--- src/rtl/scr1_pipe_pkg.sv ---
// Pipeline-local types: the MUL/DIV request FSM states and the width of
// the optional MUL/DIV watchdog counter (enough for a limit of 1023).
package scr1_pipe_pkg;

  typedef enum logic [1:0] {
    SCR1_RVM_FSM_IDLE  = 2'd0,  // nothing in flight, ready for a new op
    SCR1_RVM_FSM_BUSY  = 2'd1,  // command presented to the IALU
    SCR1_RVM_FSM_DRAIN = 2'd2,  // op killed, waiting for the IALU to finish
    SCR1_RVM_FSM_WB    = 2'd3   // result held until writeback accepts it
  } type_scr1_rvm_req_fsm_e;

  localparam int unsigned SCR1_RVM_WDT_CNT_W = 10;

endpackage : scr1_pipe_pkg

--- src/rtl/scr1_riscv_isa_decoding_pkg.sv ---
// Architectural constants and the IALU command encoding shared by the
// decode, execute and IALU stages.
package scr1_riscv_isa_decoding_pkg;

  localparam int unsigned SCR1_XLEN = 32;

  // IALU command select; the RVM subset starts at SCR1_IALU_CMD_MUL.
  typedef enum logic [4:0] {
    SCR1_IALU_CMD_NONE,
    SCR1_IALU_CMD_AND,
    SCR1_IALU_CMD_OR,
    SCR1_IALU_CMD_XOR,
    SCR1_IALU_CMD_ADD,
    SCR1_IALU_CMD_SUB,
    SCR1_IALU_CMD_SUB_LT,
    SCR1_IALU_CMD_SUB_LTU,
    SCR1_IALU_CMD_SUB_EQ,
    SCR1_IALU_CMD_SUB_NE,
    SCR1_IALU_CMD_SUB_GE,
    SCR1_IALU_CMD_SUB_GEU,
    SCR1_IALU_CMD_SLL,
    SCR1_IALU_CMD_SRL,
    SCR1_IALU_CMD_SRA,
    SCR1_IALU_CMD_MUL,
    SCR1_IALU_CMD_MULHU,
    SCR1_IALU_CMD_MULHSU,
    SCR1_IALU_CMD_MULH,
    SCR1_IALU_CMD_DIV,
    SCR1_IALU_CMD_DIVU,
    SCR1_IALU_CMD_REM,
    SCR1_IALU_CMD_REMU
  } type_scr1_ialu_cmd_sel_e;

endpackage : scr1_riscv_isa_decoding_pkg

--- src/rtl/scr1_pipe_rvm_req_if.sv ---
// Handshake bundle around the MUL/DIV request stage: decode request,
// IALU command/result and writeback. slave = request stage, master = its
// surroundings (decode, IALU and writeback, or a testbench).
interface scr1_pipe_rvm_req_if;
  import scr1_riscv_isa_decoding_pkg::*;

  // decode -> request stage
  logic                    req_vd_i;
  logic                    req_rdy_o;
  type_scr1_ialu_cmd_sel_e req_cmd_i;
  logic [SCR1_XLEN-1:0]    req_op1_i;
  logic [SCR1_XLEN-1:0]    req_op2_i;
  logic [4:0]              req_rd_addr_i;

  // request stage <-> IALU
  logic                    exu2ialu_rvm_cmd_vd_o;
  type_scr1_ialu_cmd_sel_e exu2ialu_cmd_o;
  logic [SCR1_XLEN-1:0]    exu2ialu_main_op1_o;
  logic [SCR1_XLEN-1:0]    exu2ialu_main_op2_o;
  logic                    ialu2exu_rvm_res_rdy_i;
  logic [SCR1_XLEN-1:0]    ialu2exu_main_res_i;

  // request stage -> writeback
  logic                    wb_vd_o;
  logic                    wb_rdy_i;
  logic [SCR1_XLEN-1:0]    wb_data_o;
  logic [4:0]              wb_rd_addr_o;

  modport slave (
    input  req_vd_i, req_cmd_i, req_op1_i, req_op2_i, req_rd_addr_i,
    output req_rdy_o,
    output exu2ialu_rvm_cmd_vd_o, exu2ialu_cmd_o, exu2ialu_main_op1_o, exu2ialu_main_op2_o,
    input  ialu2exu_rvm_res_rdy_i, ialu2exu_main_res_i,
    output wb_vd_o, wb_data_o, wb_rd_addr_o,
    input  wb_rdy_i
  );

  modport master (
    output req_vd_i, req_cmd_i, req_op1_i, req_op2_i, req_rd_addr_i,
    input  req_rdy_o,
    input  exu2ialu_rvm_cmd_vd_o, exu2ialu_cmd_o, exu2ialu_main_op1_o, exu2ialu_main_op2_o,
    output ialu2exu_rvm_res_rdy_i, ialu2exu_main_res_i,
    input  wb_vd_o, wb_data_o, wb_rd_addr_o,
    output wb_rdy_i
  );

endinterface : scr1_pipe_rvm_req_if

--- src/rtl/scr1_pipe_rvm_wdt.sv ---
// MUL/DIV watchdog: counts enabled cycles since the last clear and flags
// expiry on the LIMIT-th enabled cycle. Only part of the build when
// SCR1_RVM_WDT_EN is defined, so the default build carries no counter.
`ifdef SCR1_RVM_WDT_EN
module scr1_pipe_rvm_wdt
  import scr1_pipe_pkg::*;
#(
  parameter int unsigned LIMIT = 64  // 2..1023
) (
  input  logic clk,
  input  logic rst_n,
  input  logic clr_i,     // a new op enters BUSY
  input  logic en_i,      // an op is in flight (BUSY or DRAIN)
  output logic expire_o   // this is the LIMIT-th in-flight cycle
);

  localparam logic [SCR1_RVM_WDT_CNT_W-1:0] EXPIRE_AT = SCR1_RVM_WDT_CNT_W'(LIMIT - 1);

  logic [SCR1_RVM_WDT_CNT_W-1:0] cnt_q, cnt_d;

  assign expire_o = en_i && (cnt_q == EXPIRE_AT);

  // Next count: clear on entry, otherwise advance while in flight.
  always_comb begin
    cnt_d = cnt_q;
    if (clr_i) begin
      cnt_d = '0;
    end else if (en_i && !expire_o) begin
      cnt_d = cnt_q + 1'b1;
    end
  end

  // Count register.
  always_ff @(posedge clk or negedge rst_n) begin
    if (!rst_n) begin
      cnt_q <= '0;
    end else begin
      cnt_q <= cnt_d;
    end
  end

endmodule : scr1_pipe_rvm_wdt
`endif

--- src/rtl/scr1_pipe_rvm_req.sv ---
// MUL/DIV request stage: accepts one RVM op from decode, holds it on the
// IALU command port until the IALU answers, then holds the result for
// writeback. A pipeline flush cannot abort the IALU, so a killed op is
// drained and its result dropped.
// Optional: define SCR1_RVM_WDT_EN to add a watchdog that abandons an op
// after SCR1_RVM_WDT_LIMIT in-flight cycles and raises rvm_timeout_o.
module scr1_pipe_rvm_req
  import scr1_riscv_isa_decoding_pkg::*;
  import scr1_pipe_pkg::*;
#(
  parameter int unsigned SCR1_RVM_WDT_LIMIT = 64  // 2..1023
) (
  input  logic                clk,
  input  logic                rst_n,
  scr1_pipe_rvm_req_if.slave  rvm,
  input  logic                exu_flush_i,
  output logic                rvm_timeout_o
);

  type_scr1_rvm_req_fsm_e  state_q, state_d;
  type_scr1_ialu_cmd_sel_e cmd_q, cmd_d;
  logic [SCR1_XLEN-1:0]    op1_q, op1_d;
  logic [SCR1_XLEN-1:0]    op2_q, op2_d;
  logic [SCR1_XLEN-1:0]    res_q, res_d;
  logic [4:0]              rd_q, rd_d;

  logic req_rdy;
  logic req_accept;
  logic res_take;
  logic in_flight;
  logic wdt_expire;

  // Ready when empty, or when the held result leaves this cycle; never
  // while the pipeline is being flushed.
  assign req_rdy    = !exu_flush_i &&
                      ((state_q == SCR1_RVM_FSM_IDLE) ||
                       ((state_q == SCR1_RVM_FSM_WB) && rvm.wb_rdy_i));
  assign req_accept = rvm.req_vd_i && req_rdy;
  assign in_flight  = (state_q == SCR1_RVM_FSM_BUSY) || (state_q == SCR1_RVM_FSM_DRAIN);
  assign res_take   = (state_q == SCR1_RVM_FSM_BUSY) && rvm.ialu2exu_rvm_res_rdy_i && !exu_flush_i;

`ifdef SCR1_RVM_WDT_EN
  logic wdt_fire;
  logic timeout_q, timeout_d;

  scr1_pipe_rvm_wdt #(
    .LIMIT (SCR1_RVM_WDT_LIMIT)
  ) i_wdt (
    .clk      (clk),
    .rst_n    (rst_n),
    .clr_i    (req_accept),
    .en_i     (in_flight),
    .expire_o (wdt_expire)
  );

  // Expiry only counts if nothing of higher priority ends the op this cycle.
  assign wdt_fire = wdt_expire && !rvm.ialu2exu_rvm_res_rdy_i &&
                    !((state_q == SCR1_RVM_FSM_BUSY) && exu_flush_i);

  // Sticky timeout flag: set on expiry, cleared by the next flush.
  always_comb begin
    timeout_d = timeout_q;
    if (wdt_fire) begin
      timeout_d = 1'b1;
    end else if (exu_flush_i) begin
      timeout_d = 1'b0;
    end
  end

  // Timeout flag register.
  always_ff @(posedge clk or negedge rst_n) begin
    if (!rst_n) begin
      timeout_q <= 1'b0;
    end else begin
      timeout_q <= timeout_d;
    end
  end

  assign rvm_timeout_o = timeout_q;
`else
  assign wdt_expire    = 1'b0;
  assign rvm_timeout_o = 1'b0;
`endif

  // Next-state logic: flush outranks the result, the result outranks expiry.
  always_comb begin
    // NOTE: every always_comb output gets a default first so no path leaves it unassigned (no latch).
    state_d = state_q;
    unique case (state_q)
      SCR1_RVM_FSM_IDLE: begin
        if (req_accept) state_d = SCR1_RVM_FSM_BUSY;
      end
      SCR1_RVM_FSM_BUSY: begin
        if (exu_flush_i) begin
          state_d = rvm.ialu2exu_rvm_res_rdy_i ? SCR1_RVM_FSM_IDLE : SCR1_RVM_FSM_DRAIN;
        end else if (rvm.ialu2exu_rvm_res_rdy_i) begin
          state_d = SCR1_RVM_FSM_WB;
        end else if (wdt_expire) begin
          state_d = SCR1_RVM_FSM_IDLE;
        end
      end
      SCR1_RVM_FSM_DRAIN: begin
        if (rvm.ialu2exu_rvm_res_rdy_i || wdt_expire) state_d = SCR1_RVM_FSM_IDLE;
      end
      SCR1_RVM_FSM_WB: begin
        if (exu_flush_i) begin
          state_d = SCR1_RVM_FSM_IDLE;
        end else if (rvm.wb_rdy_i) begin
          state_d = req_accept ? SCR1_RVM_FSM_BUSY : SCR1_RVM_FSM_IDLE;
        end
      end
      default: state_d = SCR1_RVM_FSM_IDLE;
    endcase
  end

  // State register.
  always_ff @(posedge clk or negedge rst_n) begin
    // NOTE: sequential state uses <= so every flop samples pre-edge values regardless of block order.
    if (!rst_n) begin
      state_q <= SCR1_RVM_FSM_IDLE;
    end else begin
      state_q <= state_d;
    end
  end

  // Operand latch on accept, result capture on a live IALU answer.
  always_comb begin
    cmd_d = cmd_q;
    op1_d = op1_q;
    op2_d = op2_q;
    rd_d  = rd_q;
    res_d = res_q;
    if (req_accept) begin
      cmd_d = rvm.req_cmd_i;
      op1_d = rvm.req_op1_i;
      op2_d = rvm.req_op2_i;
      rd_d  = rvm.req_rd_addr_i;
    end
    if (res_take) begin
      res_d = rvm.ialu2exu_main_res_i;
    end
  end

  // Command/operand/result registers.
  always_ff @(posedge clk or negedge rst_n) begin
    // NOTE: data registers are reset too, because their outputs must read 0 after reset.
    if (!rst_n) begin
      cmd_q <= SCR1_IALU_CMD_NONE;
      op1_q <= '0;
      op2_q <= '0;
      rd_q  <= '0;
      res_q <= '0;
    end else begin
      cmd_q <= cmd_d;
      op1_q <= op1_d;
      op2_q <= op2_d;
      rd_q  <= rd_d;
      res_q <= res_d;
    end
  end

  assign rvm.req_rdy_o             = req_rdy;
  assign rvm.exu2ialu_rvm_cmd_vd_o = in_flight;
  assign rvm.exu2ialu_cmd_o        = cmd_q;
  assign rvm.exu2ialu_main_op1_o   = op1_q;
  assign rvm.exu2ialu_main_op2_o   = op2_q;
  assign rvm.wb_vd_o               = (state_q == SCR1_RVM_FSM_WB);
  assign rvm.wb_data_o             = res_q;
  assign rvm.wb_rd_addr_o          = rd_q;

endmodule : scr1_pipe_rvm_req

--- src/flat_wrapper.sv ---
// flat-port wrapper written by rule: the top's interface ports become plain ports
module scr1_pipe_rvm_req_flat import scr1_riscv_isa_decoding_pkg::*; import scr1_pipe_pkg::*;
#(
  parameter int unsigned SCR1_RVM_WDT_LIMIT = 64            
)
  (clk, rst_n, exu_flush_i, rvm_timeout_o, rvm_req_vd_i, rvm_req_cmd_i, rvm_req_op1_i, rvm_req_op2_i, rvm_req_rd_addr_i, rvm_req_rdy_o, rvm_exu2ialu_rvm_cmd_vd_o, rvm_exu2ialu_cmd_o, rvm_exu2ialu_main_op1_o, rvm_exu2ialu_main_op2_o, rvm_ialu2exu_rvm_res_rdy_i, rvm_ialu2exu_main_res_i, rvm_wb_vd_o, rvm_wb_data_o, rvm_wb_rd_addr_o, rvm_wb_rdy_i);
  scr1_pipe_rvm_req_if rvm_i ();
  input  logic clk;
  input  logic rst_n;
  input  logic exu_flush_i;
  output logic rvm_timeout_o;
  input wire logic [$bits(rvm_i.req_vd_i)-1:0] rvm_req_vd_i;
  input wire logic [$bits(rvm_i.req_cmd_i)-1:0] rvm_req_cmd_i;
  input wire logic [$bits(rvm_i.req_op1_i)-1:0] rvm_req_op1_i;
  input wire logic [$bits(rvm_i.req_op2_i)-1:0] rvm_req_op2_i;
  input wire logic [$bits(rvm_i.req_rd_addr_i)-1:0] rvm_req_rd_addr_i;
  output wire logic [$bits(rvm_i.req_rdy_o)-1:0] rvm_req_rdy_o;
  output wire logic [$bits(rvm_i.exu2ialu_rvm_cmd_vd_o)-1:0] rvm_exu2ialu_rvm_cmd_vd_o;
  output wire logic [$bits(rvm_i.exu2ialu_cmd_o)-1:0] rvm_exu2ialu_cmd_o;
  output wire logic [$bits(rvm_i.exu2ialu_main_op1_o)-1:0] rvm_exu2ialu_main_op1_o;
  output wire logic [$bits(rvm_i.exu2ialu_main_op2_o)-1:0] rvm_exu2ialu_main_op2_o;
  input wire logic [$bits(rvm_i.ialu2exu_rvm_res_rdy_i)-1:0] rvm_ialu2exu_rvm_res_rdy_i;
  input wire logic [$bits(rvm_i.ialu2exu_main_res_i)-1:0] rvm_ialu2exu_main_res_i;
  output wire logic [$bits(rvm_i.wb_vd_o)-1:0] rvm_wb_vd_o;
  output wire logic [$bits(rvm_i.wb_data_o)-1:0] rvm_wb_data_o;
  output wire logic [$bits(rvm_i.wb_rd_addr_o)-1:0] rvm_wb_rd_addr_o;
  input wire logic [$bits(rvm_i.wb_rdy_i)-1:0] rvm_wb_rdy_i;
  assign rvm_i.req_vd_i = rvm_req_vd_i;
  assign rvm_i.req_cmd_i = rvm_req_cmd_i;
  assign rvm_i.req_op1_i = rvm_req_op1_i;
  assign rvm_i.req_op2_i = rvm_req_op2_i;
  assign rvm_i.req_rd_addr_i = rvm_req_rd_addr_i;
  assign rvm_req_rdy_o = rvm_i.req_rdy_o;
  assign rvm_exu2ialu_rvm_cmd_vd_o = rvm_i.exu2ialu_rvm_cmd_vd_o;
  assign rvm_exu2ialu_cmd_o = rvm_i.exu2ialu_cmd_o;
  assign rvm_exu2ialu_main_op1_o = rvm_i.exu2ialu_main_op1_o;
  assign rvm_exu2ialu_main_op2_o = rvm_i.exu2ialu_main_op2_o;
  assign rvm_i.ialu2exu_rvm_res_rdy_i = rvm_ialu2exu_rvm_res_rdy_i;
  assign rvm_i.ialu2exu_main_res_i = rvm_ialu2exu_main_res_i;
  assign rvm_wb_vd_o = rvm_i.wb_vd_o;
  assign rvm_wb_data_o = rvm_i.wb_data_o;
  assign rvm_wb_rd_addr_o = rvm_i.wb_rd_addr_o;
  assign rvm_i.wb_rdy_i = rvm_wb_rdy_i;
  scr1_pipe_rvm_req #(.SCR1_RVM_WDT_LIMIT(SCR1_RVM_WDT_LIMIT)) u_core (.clk(clk), .rst_n(rst_n), .rvm(rvm_i), .exu_flush_i(exu_flush_i), .rvm_timeout_o(rvm_timeout_o));
endmodule
--- config.mk ---
export PLATFORM = sky130hd
export DESIGN_NAME = scr1_pipe_rvm_req_flat
export DESIGN_NICKNAME = d
export VERILOG_FILES = /design/src/rtl/scr1_pipe_pkg.sv /design/src/rtl/scr1_riscv_isa_decoding_pkg.sv /design/src/rtl/scr1_pipe_rvm_req_if.sv /design/src/rtl/scr1_pipe_rvm_wdt.sv /design/src/rtl/scr1_pipe_rvm_req.sv /design/src/flat_wrapper.sv
export SDC_FILE = /design/constraint.sdc
export NUM_CORES = 1
export LEC_CHECK = 0
export BUFFER_PORTS_ARGS = -buffer_cell sky130_fd_sc_hd__clkbuf_2
export CAP_MARGIN = 20
export CORE_MARGIN = 10
export CORE_UTILIZATION = 45
export CTS_CLUSTER_DIAMETER = 60
export DETAILED_ROUTE_END_ITERATION = 8
export PLACE_DENSITY = 0.79
export SLEW_MARGIN = 40
export SYNTH_ARGS = -nofsm -noshare
export SYNTH_HDL_FRONTEND = slang
export SYNTH_HIERARCHICAL = 1
export SYNTH_SLANG_ARGS = --single-unit
--- constraint.sdc ---
create_clock -name clk -period 1.8 [get_ports clk]
set_input_delay 0.09 -clock clk [delete_from_list [all_inputs] [get_ports clk]]
set_output_delay 0.09 -clock clk [all_outputs]
set_load 0.01 [all_outputs]
Yosys cells after proc, flatten, opt, wreduce, memory -nomap -nowiden
Index checks and enable logic that the tools add are counted.
- word-level logic and storage cells: 32
- bits of input ports: 112
- register bits: 108
- output and inout port bits: 110
- equality and inequality tests: 7
- reductions and logical operators: 10
- multiplexer cells: 9
- operators by type and width (kind ; number):
    2-bit two-way mux ; 7
    2-bit one-hot mux with 4 select lines ; 1
    1-bit logical AND ; 5
    2-bit == test (second input constant) ; 2
    4-bit AND reduction ; 1
    3-bit by 2-bit inequality test with 1-bit output (second input constant) ; 1
    3-bit inequality test (second input constant) ; 1
    2-bit by 1-bit == test with 1-bit output (second input constant) ; 1
    2-bit zero test ; 1
    1-bit logical OR ; 2
    2-bit by 1-bit inequality test with 1-bit output (second input constant) ; 1
    2-bit inequality test (second input constant) ; 1
    1-bit zero test ; 1
    1-bit two-way mux ; 1

Longest topological paths before layout
- word-level depth: 9
- mapped depth: 8
- depth with buffers taken out: 6

Worst setup path after synthesis
Ideal clock, no wire load.
- path kind: register -> register
- from: reg u_core.state_q[0]
- to: reg u_core.op1_q[0], in the netlist u_core/rvm.exu2ialu_main_op1_o[0]
- setup time: 0.125 ns
- arrival: 1.523 ns
- period minus slack after synthesis: 1.648 ns
- cell stages (with the launch flop): 7
- path slack: 0.152 ns
- data required time: 1.675 ns
- path through: dfrtp_1 > ha_1 > a21oi_1 > nor2_2 > buf_6 > buf_6 > mux2_4
- word-level cells in the longest chain between the ends: 5
- elaborated cells on any way between the ends: 6
- those cells by class: 1 x eq/ne; 5 x reduce/logical
- RTL lines (item ; line ; RTL):
    start: declaration ; scr1_pipe_rvm_req.sv:20 ; type_scr1_rvm_req_fsm_e state_q, state_d;
    start signal: assignment ; scr1_pipe_rvm_req.sv:122 ; state_q <= state_d;
    2-bit == test ; -- ;
    via rvm_wb_vd_o ; flat_wrapper.sv:24 ; output wire logic [$bits(rvm_i.wb_vd_o)-1:0] rvm_wb_vd_o;
    1-bit logical AND ; scr1_pipe_rvm_req.sv:37 ; ((state_q == SCR1_RVM_FSM_WB) && rvm.wb_rdy_i));
    1-bit logical OR ; scr1_pipe_rvm_req.sv:36 ; ((state_q == SCR1_RVM_FSM_IDLE) ||
    1-bit logical AND ; scr1_pipe_rvm_req.sv:35 ; assign req_rdy = !exu_flush_i &&
    1-bit logical AND ; scr1_pipe_rvm_req.sv:38 ; assign req_accept = rvm.req_vd_i && req_rdy;
    end signal: assignment ; scr1_pipe_rvm_req.sv:155 ; op1_q <= op1_d;
    end: declaration ; scr1_pipe_rvm_req.sv:22 ; logic [SCR1_XLEN-1:0] op1_q, op1_d;
The timed path passes the listed nets, and every way through them passes these cells.
A chain may end at the register's enable or synchronous reset.

Final worst setup path
- from: reg u_core.state_q[0]
- to: reg u_core.op1_q[23], in the netlist u_core/rvm.exu2ialu_main_op1_o[23]
- word-level cells in the longest chain between the ends: 5
- elaborated cells on any way between the ends: 6
- those cells by class: 1 x eq/ne; 5 x reduce/logical
- RTL lines (item ; line):
    2-bit == test ; scr1_pipe_rvm_req.sv:37
    1-bit logical AND ; scr1_pipe_rvm_req.sv:37
    1-bit logical OR (*) ; scr1_pipe_rvm_req.sv:36
    1-bit logical AND (*) ; scr1_pipe_rvm_req.sv:35
    1-bit logical AND (*) ; scr1_pipe_rvm_req.sv:38
Every way passes the cells marked *; elsewhere a longest branch is shown, timed or not.

==> results.py <==
metrics = {
    "clock_tree": {
        "cts_tree": "built",
        "clkSlewWorstSetupHoldPaths_ns": 0.10,
        "buffer_cell_driving_the_clock_tree_root": "sky130_fd_sc_hd__clkbuf_8",
        "clock_insertion_delay_worst_skew_ns": 0.35,
        "clkSinkCount": 108,
        "cts_buffers": 9,
        "htreeDepth": 3,
        "clk_path_buf_depth": 2,
    },
    "route": {
        "first_iter_violations": 183,
        "dr.pass1.iters": 4,
        "vias_per_cell": 4.665,
        "wirelength_per_cell_microns": 18.47,
        "post_detailed_route_count_of_antenna_violating_nets": 0,
        "drcViolationCount": 0,
        "total_wire_length_after_detailed_routing_microns": 13240,
        "via_count": 3345,
    },
    "final_layout": {
        "postLayoutCoreUtil_pct": 73.47,
        "filler_cell_count": 609,
        "post_route_cells_drive_above_1_share_pct": 60.17,
        "layout.cells.most_common": "sky130_fd_sc_hd__clkbuf_2",
        "fin_nets": 697,
        "post_layout_instance_count_excluding_filler_cells": 717,
        "mostFrequentLayoutCells": "sky130_fd_sc_hd__clkbuf_2 (219), sky130_fd_sc_hd__dfrtp_1 (108), sky130_fd_sc_hd__dlygate4sd3_1 (107), sky130_fd_sc_hd__mux2_2 (57), sky130_fd_sc_hd__mux2_4 (49)",
        "syn2layout_area_growth_pct": 57.27,
        "finalInstanceArea_sq_um": 6885,
    },
    "global_route": {
        "grt_antenna_before_repair": 2,
        "globalRoute.totalOverflow": 0,
        "met3_usage_pct": 6.616,
        "global_route_layer_with_the_greatest_usage": "met2",
        "groute.usage.overall_pct": 18.64,
        "maximum_number_of_pins_on_one_net_before_global_route_repair": 109,
        "number_of_global_route_vias_before_repair": 3835,
        "globalRouteMet2Util_pct": 33.37,
        "use_met1_pct": 19.61,
        "grt_pass1_wl_microns": 21260,
    },
    "worst_setup_path": {
        "cp_slowest_stage_delay_ns": 0.42,
        "cp_cell_sequence": "inv_1, ha_2, a21oi_2, nor2_4, buf_12, mux2_2",
        "cp_slowest_cell": "sky130_fd_sc_hd__dfrtp_1",
        "data_required_time_of_the_worst_path_ns": 2.03,
        "worstSetupStartpointType": "register",
        "critPathCaptureType": "register",
        "worst-path-max-fanout": 38,
        "timing.critical_path.arrival_ns": 1.99,
        "critPathKind": "register to register",
    },
    "run_status": {
        "run_status": "finished clean",
    },
    "synth": {
        "synth_nets": 366,
        "sequential_element_share_of_the_synthesized_area_pct": 61.73,
        "synth.cell_area_sq_um": 4378,
        "post_synth_num_cell_types": 20,
        "synth_seq_cells": 108,
        "yosys_warnings": 6,
        "syn_inst": 249,
        "synth.avg_cell_area_sq_um": 17.58,
    },
    "sta": {
        "max_slew_margin_pct": 62.31,
        "timing.setup.tns_ns": 0,
        "final_period_minus_worst_setup_slack_ns": 1.759,
        "final.setup_skew_ns": 0.01218,
        "setup_viol": 0,
        "final_hold_viol_count": 0,
        "setup_slack_ns": 0.04082,
        "period_share_pct": 97.73,
        "final-max-slew-violation-count": 0,
        "unrepaired_setup_endpoints_after_global_routing": "true",
        "max_clock_freq_mhz": 568.4,
        "max_slew.worst_pin.slew_ns": 0.5654,
    },
    "pwr": {
        "power.sequential.fraction_pct": 41.8,
        "cellPowerDensity_nw_per_um2": 1518,
        "netSwitchingFraction_pct": 34.61,
        "p_sw_mw": 3.616,
        "peakVddDrop_mv": 0.8945,
        "power_leakage_nw": 3.450,
        "combinationalPowerShare_pct": 44.9,
        "cell_internal_pwr_mw": 6.833,
        "clockPowerShare_pct": 13.3,
    },
    "place": {
        "numPortBuffers": 220,
        "post_dp_cell_area_sq_um": 5613,
        "placement.setup.worst_slack_ns": 0.007097,
        "dp_hpwl_microns": 8661,
        "place.detailed.instances": 591,
        "gpl.final_weighted_congestion": 0.7049,
    },
    "floorplan": {
        "dieWidth_microns": 118.6,
        "fp.coreArea_sq_um": 9371,
        "rows": 35,
        "die-area_sq_um": 14070,
        "pin_count": 222,
        "die_h_microns": 118.6,
        "start_util_pct": 46.72,
    },
    "job": {
        "max_cap_violations": 0,
    },
    "hold_path": {
        "hold_removal_path_class": "input port to register",
    },
}
## timing repair
item,4_1_cts,5_1_grt
gates resized for setup,0,2
pin swaps,1,0
endpoints found under the setup margin,2,66
setup buffers,0,0
hold buffers,107,0
endpoints found under the hold margin,214,0
## synth_stat cells
| cell | count | area, sq um |
|---|---|---|
| sky130_fd_sc_hd__o21ai_0 | 1 | 5.000 |
| sky130_fd_sc_hd__buf_6 | 8 | 90.09 |
| sky130_fd_sc_hd__nor2b_2 | 1 | 8.760 |
| sky130_fd_sc_hd__buf_2 | 2 | 10.01 |
| sky130_fd_sc_hd__nand2_1 | 3 | 11.26 |
| sky130_fd_sc_hd__buf_4 | 1 | 7.510 |
| sky130_fd_sc_hd__mux2i_1 | 2 | 20.02 |
| sky130_fd_sc_hd__mux2_4 | 49 | 735.7 |
| sky130_fd_sc_hd__inv_1 | 2 | 7.510 |
| sky130_fd_sc_hd__dfrtp_1 | 108 | 2703 |
| sky130_fd_sc_hd__a22oi_1 | 1 | 7.510 |
| sky130_fd_sc_hd__a21oi_1 | 1 | 5.000 |
| sky130_fd_sc_hd__a211oi_2 | 1 | 12.51 |
| sky130_fd_sc_hd__nor2_2 | 1 | 6.260 |
| sky130_fd_sc_hd__ha_1 | 5 | 62.56 |
| sky130_fd_sc_hd__buf_8 | 1 | 15.01 |
| sky130_fd_sc_hd__mux2_2 | 57 | 641.9 |
| sky130_fd_sc_hd__nand2b_4 | 1 | 13.76 |
| sky130_fd_sc_hd__nor2_1 | 3 | 11.26 |
| sky130_fd_sc_hd__conb_1 | 1 | 3.750 |
## path summary, 6_finish.rpt
check                                               startpoint                                             end  slack [ns]  cells past startpoint
max in group asynchronous                                rst_n  u_core/rvm.exu2ialu_main_op1_o[19]$_DFFE_PN0P_        1.02                      3
min in group asynchronous                                rst_n  u_core/rvm.exu2ialu_main_op2_o[15]$_DFFE_PN0P_        0.33                      3
min reg2reg                u_core/rvm.wb_data_o[9]$_DFFE_PN0P_             u_core/rvm.wb_data_o[9]$_DFFE_PN0P_        0.51                      1
max                              u_core/state_q[0]$_DFFE_PN0P_  u_core/rvm.exu2ialu_main_op1_o[23]$_DFFE_PN0P_        0.04                      6
min                                 rvm_ialu2exu_rvm_res_rdy_i                   u_core/state_q[1]$_DFFE_PN0P_        0.05                      4
max reg2reg                      u_core/state_q[0]$_DFFE_PN0P_  u_core/rvm.exu2ialu_main_op1_o[23]$_DFFE_PN0P_        0.04                      6
## through the flow
stage / power (mW) / hold slack [ns]
after floorplan: 6.908 / -0.2056
after global placement: 8.676 / 0.1998
after detailed placement: 8.852 / 0.2063
after CTS: 10.47 / 0.02635
after global routing: 11.10 / 0.03374
final: 10.45 / 0.05340
## per-layer routing
metal	share of wire [%]	vias up
met3	7.2	25
met5	0	-
met4	2.7	0
met1	37	1659
li1	-	1521
met2	53	140
## critical path, delay by kind of cell, from the launching register on
family / cells / cell delay (ns)
and+or+nand+nor: 1 / 0.16
DFF: 1 / 0.42
buffers and inverters: 2 / 0.42
AOI/OAI and AO/OA: 1 / 0.06
adders and majority gates: 1 / 0.21
muxes: 1 / 0.37
## sequential cells by signal, summed over array words and instances (netlist names)
name / flops
u_core/rvm.wb_data_o: 32
u_core/state_q: 2
u_core/rvm.exu2ialu_main_op2_o: 32
u_core/rvm.exu2ialu_main_op1_o: 32
u_core/rvm.wb_rd_addr_o: 5
u_core/rvm.exu2ialu_cmd_o: 5
## cell type report
type,count,area [sq um],share of cell area [%]
clock buffers,12,155.1,2.253
diodes,3,7.507,0.1090
multi-input cells,127,1556,22.61
repair buffers,332,2262,32.85
flip-flops and latches,108,2703,39.25
well taps,129,161.4,2.344
inverters,2,7.507,0.1090
clock inverters,4,32.53,0.4725
## power groups by stage
stage	Combinational (mW)	Clock, mW	Sequential [mW]
2_1_floorplan	2.01	0	4.89
6_report	4.69	1.39	4.37
3_5_place_dp	4.49	0	4.37
3_3_place_gp	4.37	0	4.31
5_1_grt	5.02	1.56	4.53
4_1_cts	4.68	1.45	4.34
## kinds of logic after synthesis
group                      share of synthesized area [%]
muxes                                              31.92
buffers and inverters                              2.972
AOI/OAI and AO/OA                                 0.6857
and+or+nand+nor                                    1.172
other                                            0.08566
DFF                                                61.73
adders and majority gates                          1.429
Power figures use the tool's default switching activity.
